### src/rtl/hmac_param_pkg.sv
// Shared types and constants for the HMAC block sequencer.
package hmac_param_pkg;

    typedef enum logic [2:0] {
        IDLE      = 3'd0,
        FILL      = 3'd1,
        CMD       = 3'd2,
        WAIT_BUSY = 3'd3,
        WAIT_DONE = 3'd4,
        DONE      = 3'd5
    } hmac_seq_state_e;

    localparam int HMAC_SEQ_BLOCK_WORDS = 32;
    localparam int HMAC_SEQ_DATA_W      = 32;

endpackage

### src/rtl/hmac_block_sequencer_if.sv
// Message word stream between a DMA/stream requester and the sequencer.
//
// Handshake: the master holds msg_valid, msg_data and msg_last stable until
// the slave accepts; a word transfers on a rising clk edge where both
// msg_valid and msg_ready are high. msg_ready never depends on msg_valid.
interface hmac_block_sequencer_if #(
    parameter int DATA_W = 32
);
    logic              msg_valid;
    logic              msg_ready;
    logic [DATA_W-1:0] msg_data;
    logic              msg_last;

    modport master (
        output msg_valid,
        output msg_data,
        output msg_last,
        input  msg_ready
    );

    modport slave (
        input  msg_valid,
        input  msg_data,
        input  msg_last,
        output msg_ready
    );
endinterface

### src/rtl/hmac_block_sequencer.sv
// Assembles a pre-padded word stream into 1024-bit blocks and drives the
// HMAC-384 core with init/next commands, pulsing done once the tag is valid.
module hmac_block_sequencer
    import hmac_param_pkg::*;
#(
    parameter int BLOCK_WORDS = 32,
    parameter int DATA_W      = 32
) (
    input  logic                          clk,
    input  logic                          reset_n,
    input  logic                          start,
    input  logic                          abort,
    hmac_block_sequencer_if.slave         msg,
    output logic                          core_init,
    output logic                          core_next,
    output logic [BLOCK_WORDS*DATA_W-1:0] core_block,
    input  logic                          core_ready,
    input  logic                          core_tag_valid,
    output logic                          busy,
    output logic                          done,
    output logic                          err,
    output hmac_seq_state_e               dbg_state
);

    localparam int CNT_W = $clog2(BLOCK_WORDS);
    localparam logic [CNT_W-1:0] LAST_IDX = CNT_W'(BLOCK_WORDS - 1);

    hmac_seq_state_e   state_q, state_d;
    logic [CNT_W-1:0]  word_cnt_q, word_cnt_d;
    logic              first_blk_q, first_blk_d;
    logic              last_blk_q, last_blk_d;
    logic              err_q, err_d;
    logic [DATA_W-1:0] blk_q [BLOCK_WORDS];
    logic [DATA_W-1:0] blk_d [BLOCK_WORDS];

    logic hs;
    logic at_last_word;

    assign hs           = msg.msg_valid && (state_q == FILL);
    assign at_last_word = (word_cnt_q == LAST_IDX);

    // State register.
    always_ff @(posedge clk or negedge reset_n) begin
        if (!reset_n) begin
            state_q <= IDLE;
        end else begin
            state_q <= state_d;
        end
    end

    // Next-state logic; abort overrides every other transition.
    always_comb begin
        state_d = state_q;
        case (state_q)
            IDLE:      if (start) state_d = FILL;
            FILL: begin
                if (hs) begin
                    if (at_last_word)       state_d = CMD;
                    else if (msg.msg_last)  state_d = IDLE;
                end
            end
            CMD:       state_d = WAIT_BUSY;
            WAIT_BUSY: if (!core_ready) state_d = WAIT_DONE;
            WAIT_DONE: begin
                if (core_ready) begin
                    if (!last_blk_q)         state_d = FILL;
                    else if (core_tag_valid) state_d = DONE;
                end
            end
            DONE:      state_d = IDLE;
            default:   state_d = IDLE;
        endcase
        if (abort) state_d = IDLE;
    end

    // Datapath registers: word counter, block flags, sticky error, buffer.
    always_ff @(posedge clk or negedge reset_n) begin
        if (!reset_n) begin
            word_cnt_q  <= '0;
            first_blk_q <= 1'b1;
            last_blk_q  <= 1'b0;
            err_q       <= 1'b0;
            for (int i = 0; i < BLOCK_WORDS; i++) blk_q[i] <= '0;
        end else begin
            word_cnt_q  <= word_cnt_d;
            first_blk_q <= first_blk_d;
            last_blk_q  <= last_blk_d;
            err_q       <= err_d;
            for (int i = 0; i < BLOCK_WORDS; i++) blk_q[i] <= blk_d[i];
        end
    end

    // Datapath updates; an aborted or failed message leaves a zeroed buffer.
    always_comb begin
        word_cnt_d  = word_cnt_q;
        first_blk_d = first_blk_q;
        last_blk_d  = last_blk_q;
        err_d       = err_q;
        for (int i = 0; i < BLOCK_WORDS; i++) blk_d[i] = blk_q[i];

        if (abort) begin
            for (int i = 0; i < BLOCK_WORDS; i++) blk_d[i] = '0;
        end else begin
            case (state_q)
                IDLE: begin
                    if (start) begin
                        err_d       = 1'b0;
                        first_blk_d = 1'b1;
                        word_cnt_d  = '0;
                    end
                end
                FILL: begin
                    if (hs) begin
                        blk_d[word_cnt_q] = msg.msg_data;
                        word_cnt_d        = word_cnt_q + 1'b1;
                        if (at_last_word) begin
                            last_blk_d = msg.msg_last;
                        end else if (msg.msg_last) begin
                            err_d = 1'b1;
                            for (int i = 0; i < BLOCK_WORDS; i++) blk_d[i] = '0;
                        end
                    end
                end
                CMD:  first_blk_d = 1'b0;
                DONE: begin
                    for (int i = 0; i < BLOCK_WORDS; i++) blk_d[i] = '0;
                end
                default: ;
            endcase
        end
    end

    // Outputs decoded from state only, so a reset cannot leave a command high.
    always_comb begin
        msg.msg_ready = (state_q == FILL);
        core_init     = (state_q == CMD) && first_blk_q;
        core_next     = (state_q == CMD) && !first_blk_q;
        busy          = (state_q != IDLE);
        done          = (state_q == DONE);
        err           = err_q;
        dbg_state     = state_q;
        core_block    = '0;
        for (int i = 0; i < BLOCK_WORDS; i++) begin
            core_block[(BLOCK_WORDS-1-i)*DATA_W +: DATA_W] = blk_q[i];
        end
    end

    a_block_words: assert property (@(posedge clk)
        (BLOCK_WORDS == HMAC_SEQ_BLOCK_WORDS) && (DATA_W == HMAC_SEQ_DATA_W));
    a_cmd_onehot: assert property (@(posedge clk) disable iff (!reset_n)
        $onehot0({core_init, core_next}));
    a_ready_fill: assert property (@(posedge clk) disable iff (!reset_n)
        msg.msg_ready |-> state_q == FILL);
    a_done_idle: assert property (@(posedge clk) disable iff (!reset_n)
        done |=> !busy);

endmodule

### src/flat_wrapper.sv
// flat-port wrapper written by rule: the top's interface ports become plain ports
module hmac_block_sequencer_flat import hmac_param_pkg::*;
#(
    parameter int BLOCK_WORDS = 32,
    parameter int DATA_W      = 32
)
  (clk, reset_n, start, abort, core_init, core_next, core_block, core_ready, core_tag_valid, busy, done, err, dbg_state, msg_msg_valid, msg_msg_data, msg_msg_last, msg_msg_ready);
  hmac_block_sequencer_if #(.DATA_W(DATA_W)) msg_i ();
  input  logic clk;
  input  logic reset_n;
  input  logic start;
  input  logic abort;
  output logic core_init;
  output logic core_next;
  output logic [BLOCK_WORDS*DATA_W-1:0] core_block;
  input  logic core_ready;
  input  logic core_tag_valid;
  output logic busy;
  output logic done;
  output logic err;
  output hmac_seq_state_e dbg_state;
  input wire logic [$bits(msg_i.msg_valid)-1:0] msg_msg_valid;
  input wire logic [$bits(msg_i.msg_data)-1:0] msg_msg_data;
  input wire logic [$bits(msg_i.msg_last)-1:0] msg_msg_last;
  output wire logic [$bits(msg_i.msg_ready)-1:0] msg_msg_ready;
  assign msg_i.msg_valid = msg_msg_valid;
  assign msg_i.msg_data = msg_msg_data;
  assign msg_i.msg_last = msg_msg_last;
  assign msg_msg_ready = msg_i.msg_ready;
  hmac_block_sequencer #(.BLOCK_WORDS(BLOCK_WORDS), .DATA_W(DATA_W)) u_core (.clk(clk), .reset_n(reset_n), .start(start), .abort(abort), .msg(msg_i), .core_init(core_init), .core_next(core_next), .core_block(core_block), .core_ready(core_ready), .core_tag_valid(core_tag_valid), .busy(busy), .done(done), .err(err), .dbg_state(dbg_state));
endmodule
### config.mk
export PLATFORM = sky130hd
export DESIGN_NAME = hmac_block_sequencer_flat
export DESIGN_NICKNAME = d
export VERILOG_FILES = /design/src/rtl/hmac_param_pkg.sv /design/src/rtl/hmac_block_sequencer_if.sv /design/src/rtl/hmac_block_sequencer.sv /design/src/flat_wrapper.sv
export SDC_FILE = /design/constraint.sdc
export NUM_CORES = 2
export LEC_CHECK = 0
export CAP_MARGIN = 20
export CORE_AREA = 2 2 418 420
export DETAILED_ROUTE_END_ITERATION = 10
export DIE_AREA = 0 0 420 422
export SLEW_MARGIN = 10
export SYNTH_ARGS = -nofsm -noshare
export SYNTH_HDL_FRONTEND = slang
export SYNTH_SLANG_ARGS = --single-unit
### constraint.sdc
create_clock -name clk -period 2.99 [get_ports clk]
set_clock_uncertainty 0.15 [all_clocks]
set_input_delay 0.598 -clock clk [delete_from_list [all_inputs] [get_ports clk]]
set_output_delay 0.598 -clock clk [all_outputs]
set_load 0.02 [all_outputs]
* Word-level counts from Yosys, hierarchy flattened *
Index checks and enable logic that the tools add are counted.

cells by class
  add/sub/neg operators = 1
  multiply operators = 0
  div/mod/pow operators = 0
  magnitude comparators = 2
  equality and inequality tests = 16
  shift-type cells = 0
  muxes and demuxes = 28
  bitwise gates (word level) = 2
  reduce and logical (&&, ||, !) cells = 16

operator list
  cell                 number
  $mux 1024            4
  $pmux 1024 s2        1
  $bwmux 1024          1
  $demux 32 s5         1
  $mux 32              1
  $mux 3               9
  $pmux 3 s5           1
  $reduce_and 6->1     2
  $mux 5               2
  $pmux 5 s2           1
  $ne 3x3->1 const B   3
  $reduce_and 4->1     2
  $eq 3x2->1 const B   2
  $eq 3x3->1 const B   2
  $ge 6x6->1 const B   1
  $lt 6x1->1 const B   1
  $ne 2x2->1 const B   3
  $not 5->6            1
  $reduce_bool 3->1    2
  $add 5x1->5 const B  1
  $eq 5x5->1 const B   1
  $mux 1               5
  $logic_and 1x1->1    4
  $ne 4x3->1 const B   1
  other kinds (11)     13

word-level totals
  register bits after elaboration = 1035
  bits in latches = 0
  bits in writable memories = 0
  ROM bits = 0
  input bits = 40
  output and inout port bits = 1033
  logic and storage cells = 102
  memories = 0

* Depth between registers and ports, before layout *
  depth after elaboration = 11
  gate-level depth with buffers = 10
  mapped depth without buffers = 7

* Worst setup path before layout *
OpenSTA, ideal clock, no wires.

  path kind = reg-to-reg
  from = register u_core.word_cnt_q[0]
  to = register u_core.blk_q (netlist bit u_core.core_block[265])
  setup time = 0.132 ns
  arrival time = 2.084 ns
  data required time = 2.708 ns
  slack = 0.625 ns
  cell stages (with the launch flop) = 10
  path buffers = 2
  clock period less this slack = 2.365 ns
  cell sequence = dfrtp_1 -> ha_1 -> and3_1 -> ha_1 -> nand2b_1 -> and3_1 -> nand3b_1 -> buf_2 -> clkbuf_1 -> o2bb2ai_1

between the ends
  word-level cells in the longest chain between the ends = 11
  elaborated cells between the ends (all ways) = 13
  those cells by class = order compare: 2; eq/ne: 1; mux: 8; bitwise: 1; reduce/logical: 1

ends and longest elaborated chain
  what                                                            RTL line                     text
  from (decl)                                                     hmac_block_sequencer.sv:29   logic [CNT_W-1:0] word_cnt_q, word_cnt_d;
  from (signal assigned)                                          hmac_block_sequencer.sv:85   word_cnt_q <= word_cnt_d;
  $not 5->6 (not written as such)                                 hmac_block_sequencer.sv:114  blk_d[word_cnt_q] = msg.msg_data;
  $ge 6x6->1 (not written as such) or $lt 6x1->1 (tied branches)  hmac_block_sequencer.sv:114
  $logic_and 1x1->1 (not written as such)                         hmac_block_sequencer.sv:114
  $mux 32 (not written as such)                                   hmac_block_sequencer.sv:114
  $demux 32 s5                                                    hmac_block_sequencer.sv:114
  $bwmux 1024                                                     hmac_block_sequencer.sv:114
  $mux 1024                                                       hmac_block_sequencer.sv:118  end else if (msg.msg_last) begin
  $mux 1024 (*)                                                   hmac_block_sequencer.sv:116  if (at_last_word) begin
  $mux 1024 (*)                                                   hmac_block_sequencer.sv:113  if (hs) begin
  $pmux 1024 s2 (*)                                               hmac_block_sequencer.sv:104  case (state_q)
  $mux 1024 (*)                                                   hmac_block_sequencer.sv:101  if (abort) begin
  to (decl)                                                       hmac_block_sequencer.sv:33   logic [DATA_W-1:0] blk_q [BLOCK_WORDS];

Every way passes the cells marked *; elsewhere a longest branch is shown, timed or not. The select of a mux whose other input is x is not followed.
A chain may end at the register's enable or synchronous reset.

* Final worst setup path *
  from = register u_core.state_q[0] (netlist: u_core.dbg_state[0])
  to = output port busy

between the ends
  word-level cells in the longest chain between the ends = 1

ends and longest elaborated chain
  what                    RTL line                     text
  from (decl)             hmac_block_sequencer.sv:28   hmac_seq_state_e state_q, state_d;
  from (signal assigned)  hmac_block_sequencer.sv:47   state_q <= state_d;
  $reduce_bool 3->1       hmac_block_sequencer.sv:138  busy = (state_q != IDLE);
  to (decl)               flat_wrapper.sv:18           output logic busy;

No other way between the ends.

==> impl_results.md <==
* Top routing layer in use: met5
* Root buf cell: clkbuf_16
* Maximum clock frequency at 349 MHz
* Last weighted congestion value of the routability-driven placer at approximately 0.89
* Sum of overflow across all layers after global routing at 0
* Total wire length at between 200000 and 250000 um
* Initial core utilization at between 20 and 25%
* Share of synthesized registers carrying an async set or reset at 100%
* Die Height at 422 um
* Cell class contributing the biggest share of worst-path delay: flip-flops
* Met1 layer wirelength in the final routing at 78600 um
* Number of DRC markers in iteration 0 at between 2000 and 3000
* Final setup margin at 0.127 ns
* Average cell area after synthesis at 13.9 um^2
* Number of different library cells in the post-synthesis netlist at 39
* Detailed-placement wirelength estimate at 142000 um
* Tot Pwr at 31.0 mW
* Switching component of the power at approximately 7.9 mW
* Most frequent standard cell in the layout excluding fill and tap cells: clkdlybuf4s50_1
* Nets in the synthesized netlist at 2797
* Worst-path clk slew at 0.05 ns
* Final design utilization at between 30 and 40%
* Cell at the slowest stage of the critical path: dfrtp_1
* Count of nets left with antenna violations after detail routing at 0
* Largest stage delay, worst path at 0.54 ns
* Worst path cell trace: or3_1 > dlygate4sd2_1
* Routed wl met2 at about 92000 um
* Average wire length per cell after detail routing at 32.1 um
* Register Area at 25900 um^2
* Fraction of power consumed by sequential logic at 45.4%
* Via count of the first global-routing pass at 31400
* First-pass iteration count of the detailed router at 5
* Residual DRC at 0
* Power per standard cell area at 546 nW/um^2
* Unrepaired setup endpoints after global routing: no
* Clock net sink count at 1035
* Main synth FF type: dfrtp_1
* Final worst hold slack at 0.130 ns
* Switching power share of the total at ~26%
* Static leakage at 22.7 nW
* Design internal power at 23.1 mW
* Logic pwr share at 7.5%
* Maximum number of pins on one net before global-route repair at 120
* Critical path arrival at 2.12 ns
* Register area share after synthesis at around two thirds
* CTS Buffer Depth at 3
* Buf/Inv on CP at 1
* Antenna violations before repair at 21
* Number of buffers inserted during clock tree synthesis at 112
* Type of element capturing the critical path: output port
* Die footprint at between 150000 and 200000 um^2
* Clock Latency Late Sink at 0.74 ns
* Top-level I/O count at around 1100
* Commonest cells after routing, fill and taps aside: clkdlybuf4s50_1 (1036), dfrtp_1 (1033), o2bb2ai_1 (1024)
* Horizontal extent of the die at 420 um
* Required arrival time at the worst endpoint at between 2 and 2.5 ns
* Kind of start point of the critical path: flop
* Fin. max-slew vios at 0
* Clock network power share at 47.2%
* Min-Delay Path Class: in -> reg
* WL met3 at 18900 um
* Maximum fanout along the worst path at 8
* Number of vias per cell at 5.03
* Row cnt at 153
* Min cycle time layout at around 2.9 ns
* Synth Register Bits at between 1000 and 1500
* Global-route wire length before repair at 274000 um
* Status: finished clean
* Core region area at roughly 170000 um^2
* Total count of hold-check failures in the final report at 0
* Maximum VDD drop at 0.419 mV
* Worst-Margin Slew at 0.866 ns
* Gate count of the mapped netlist at 2752
* Top cell type's share of synthesized area at between 60% and 70%
* Final worst path period share at 95.8%
* Combined area of all synthesized cells at about 38000 um^2
* Area growth from synthesis to layout at 48.6%
* H-tree Lvls at 3
* Category of the most critical setup path: reg -> out
* Number of fillers in the final layout at 17100
* Top cells by area, synth: dfrtp_1 (68%), o2bb2ai_1 (23%), nand2_1 (2.6%), buf_2 (2.0%), clkbuf_1 (0.85%)
* Nets@finish at 3869
* Cell type contributing the most total cell area after synthesis: dfrtp_1
* Post-placement worst setup slack at -0.000897 ns
* Fraction of layout instances using a drive strength above 1 at 11.1%
* Count of flip-flops with a built-in enable after synthesis at 0
* Total global-route track usage at between 20% and 30%
* Number of warnings reported in the yosys synthesis log at 0
* Max-cap check violation count at 0
* Area used by multi-input combinational logic at 11300 um^2
* Clock tree from TritonCTS: done
* Total of endpoints with negative setup slack in the final report at 0
* Relative max-transition margin at 42.3%
* Number of vias after detailed routing at 31400
* Total of buffers placed on input and output ports at between 1000 and 1500
## kinds of logic after synthesis
group,after synthesis,share of synthesized area (%)
buffers and inverters,290,3.67
AOI/OAI and AO/OA,1072,24.4
adders and majority gates,5,0.163
DFF,1035,67.7
muxes,3,0.0850
xor gates and xnor gates,2,0.0458
and+or+nand+nor,345,3.96
## flip-flops by register name, summed over array words and instances (netlist names)
register	cells
u_core.dbg_state	3
u_core.last_blk_q	1
u_core.first_blk_q	1
u_core.word_cnt_q	5
u_core.core_block	1024
u_core.err	1
## worst paths after layout
kind,from,end,slack [ns],cells past startpoint
max in group asynchronous,reset_n,u_core.core_block[69]$_DFFE_PN0P_,1.25,3
max reg2reg,u_core.word_cnt_q[0]$_DFFE_PN0P_,u_core.core_block[615]$_DFFE_PN0P_,0.17,9
min reg2reg,u_core.core_block[144]$_DFFE_PN0P_,u_core.core_block[144]$_DFFE_PN0P_,0.34,1
min,msg_msg_data[20],u_core.core_block[948]$_DFFE_PN0P_,0.13,3
min in group asynchronous,reset_n,u_core.core_block[501]$_DFFE_PN0P_,0.31,2
max,u_core.dbg_state[0]$_DFFE_PN0P_,busy,0.13,2
## Yosys cell counts (7+ instances only)
master / number
buf_4: 33
o2bb2ai_1: 1024
nor2_1: 22
o21ai_2: 31
dfrtp_1: 1034
buf_2: 153
clkbuf_1: 87
nor3b_1: 16
nand2_1: 269
buf_1: 10
nor4bb_1: 9
inv_1: 7
## final cells by class
type                            instances  share of cell area [%]
Inverter                                7                  0.0462
Tap cell                             2325                    5.11
Sequential cell                      1035                    45.5
Antenna cell                           14                  0.0616
Clock buffer                          159                    5.72
Multi-Input combinational cell       1427                    19.8
Timing Repair Buffer                 1241                    22.6
Clock inverter                         47                    1.06
## power groups by stage
stage	Clock (mW)	Combinational [mW]	Sequential, mW
global route	15.4	2.46	14.1
finish	14.7	2.32	14.1
CTS	14.9	2.38	14.1
detailed placement	0	2.37	14.3
floorplan	0	0.779	14.4
global placement	0	2.37	14.3
## stage by stage
stage	cell area, um^2	setup TNS [ns]	instances
floorplan	38300	0	2752
global placement	53000	-0.0268	6033
detailed placement	53000	-0.000897	6033
CTS	56800	0	6240
global route	56800	0	6242
finish	56900	0	6255
## layer usage
layer / GRT usage, % / up-vias
met5: 0 / -
met4: 11.0 / 14
met3: 7.60 / 397
met2: 34.2 / 1634
met1: 27.2 / 16700
li1: - / 12700
## repair_timing
item / CTS / global route
hold buffers: 1 / 0
endpoints found under the hold margin: 16 / 0
endpoints found under the setup margin: 5 / 1
buffers inserted: 0 / 1
gates resized for setup: 8 / 0
## worst min-delay path, delay by kind of cell
family | cells | cell delay (ns)
AOI/OAI and AO/OA | 1 | 0.07
buffers and inverters | 1 | 0.15
and+or+nand+nor | 1 | 0.14
(Power assumes the default switching activity.)
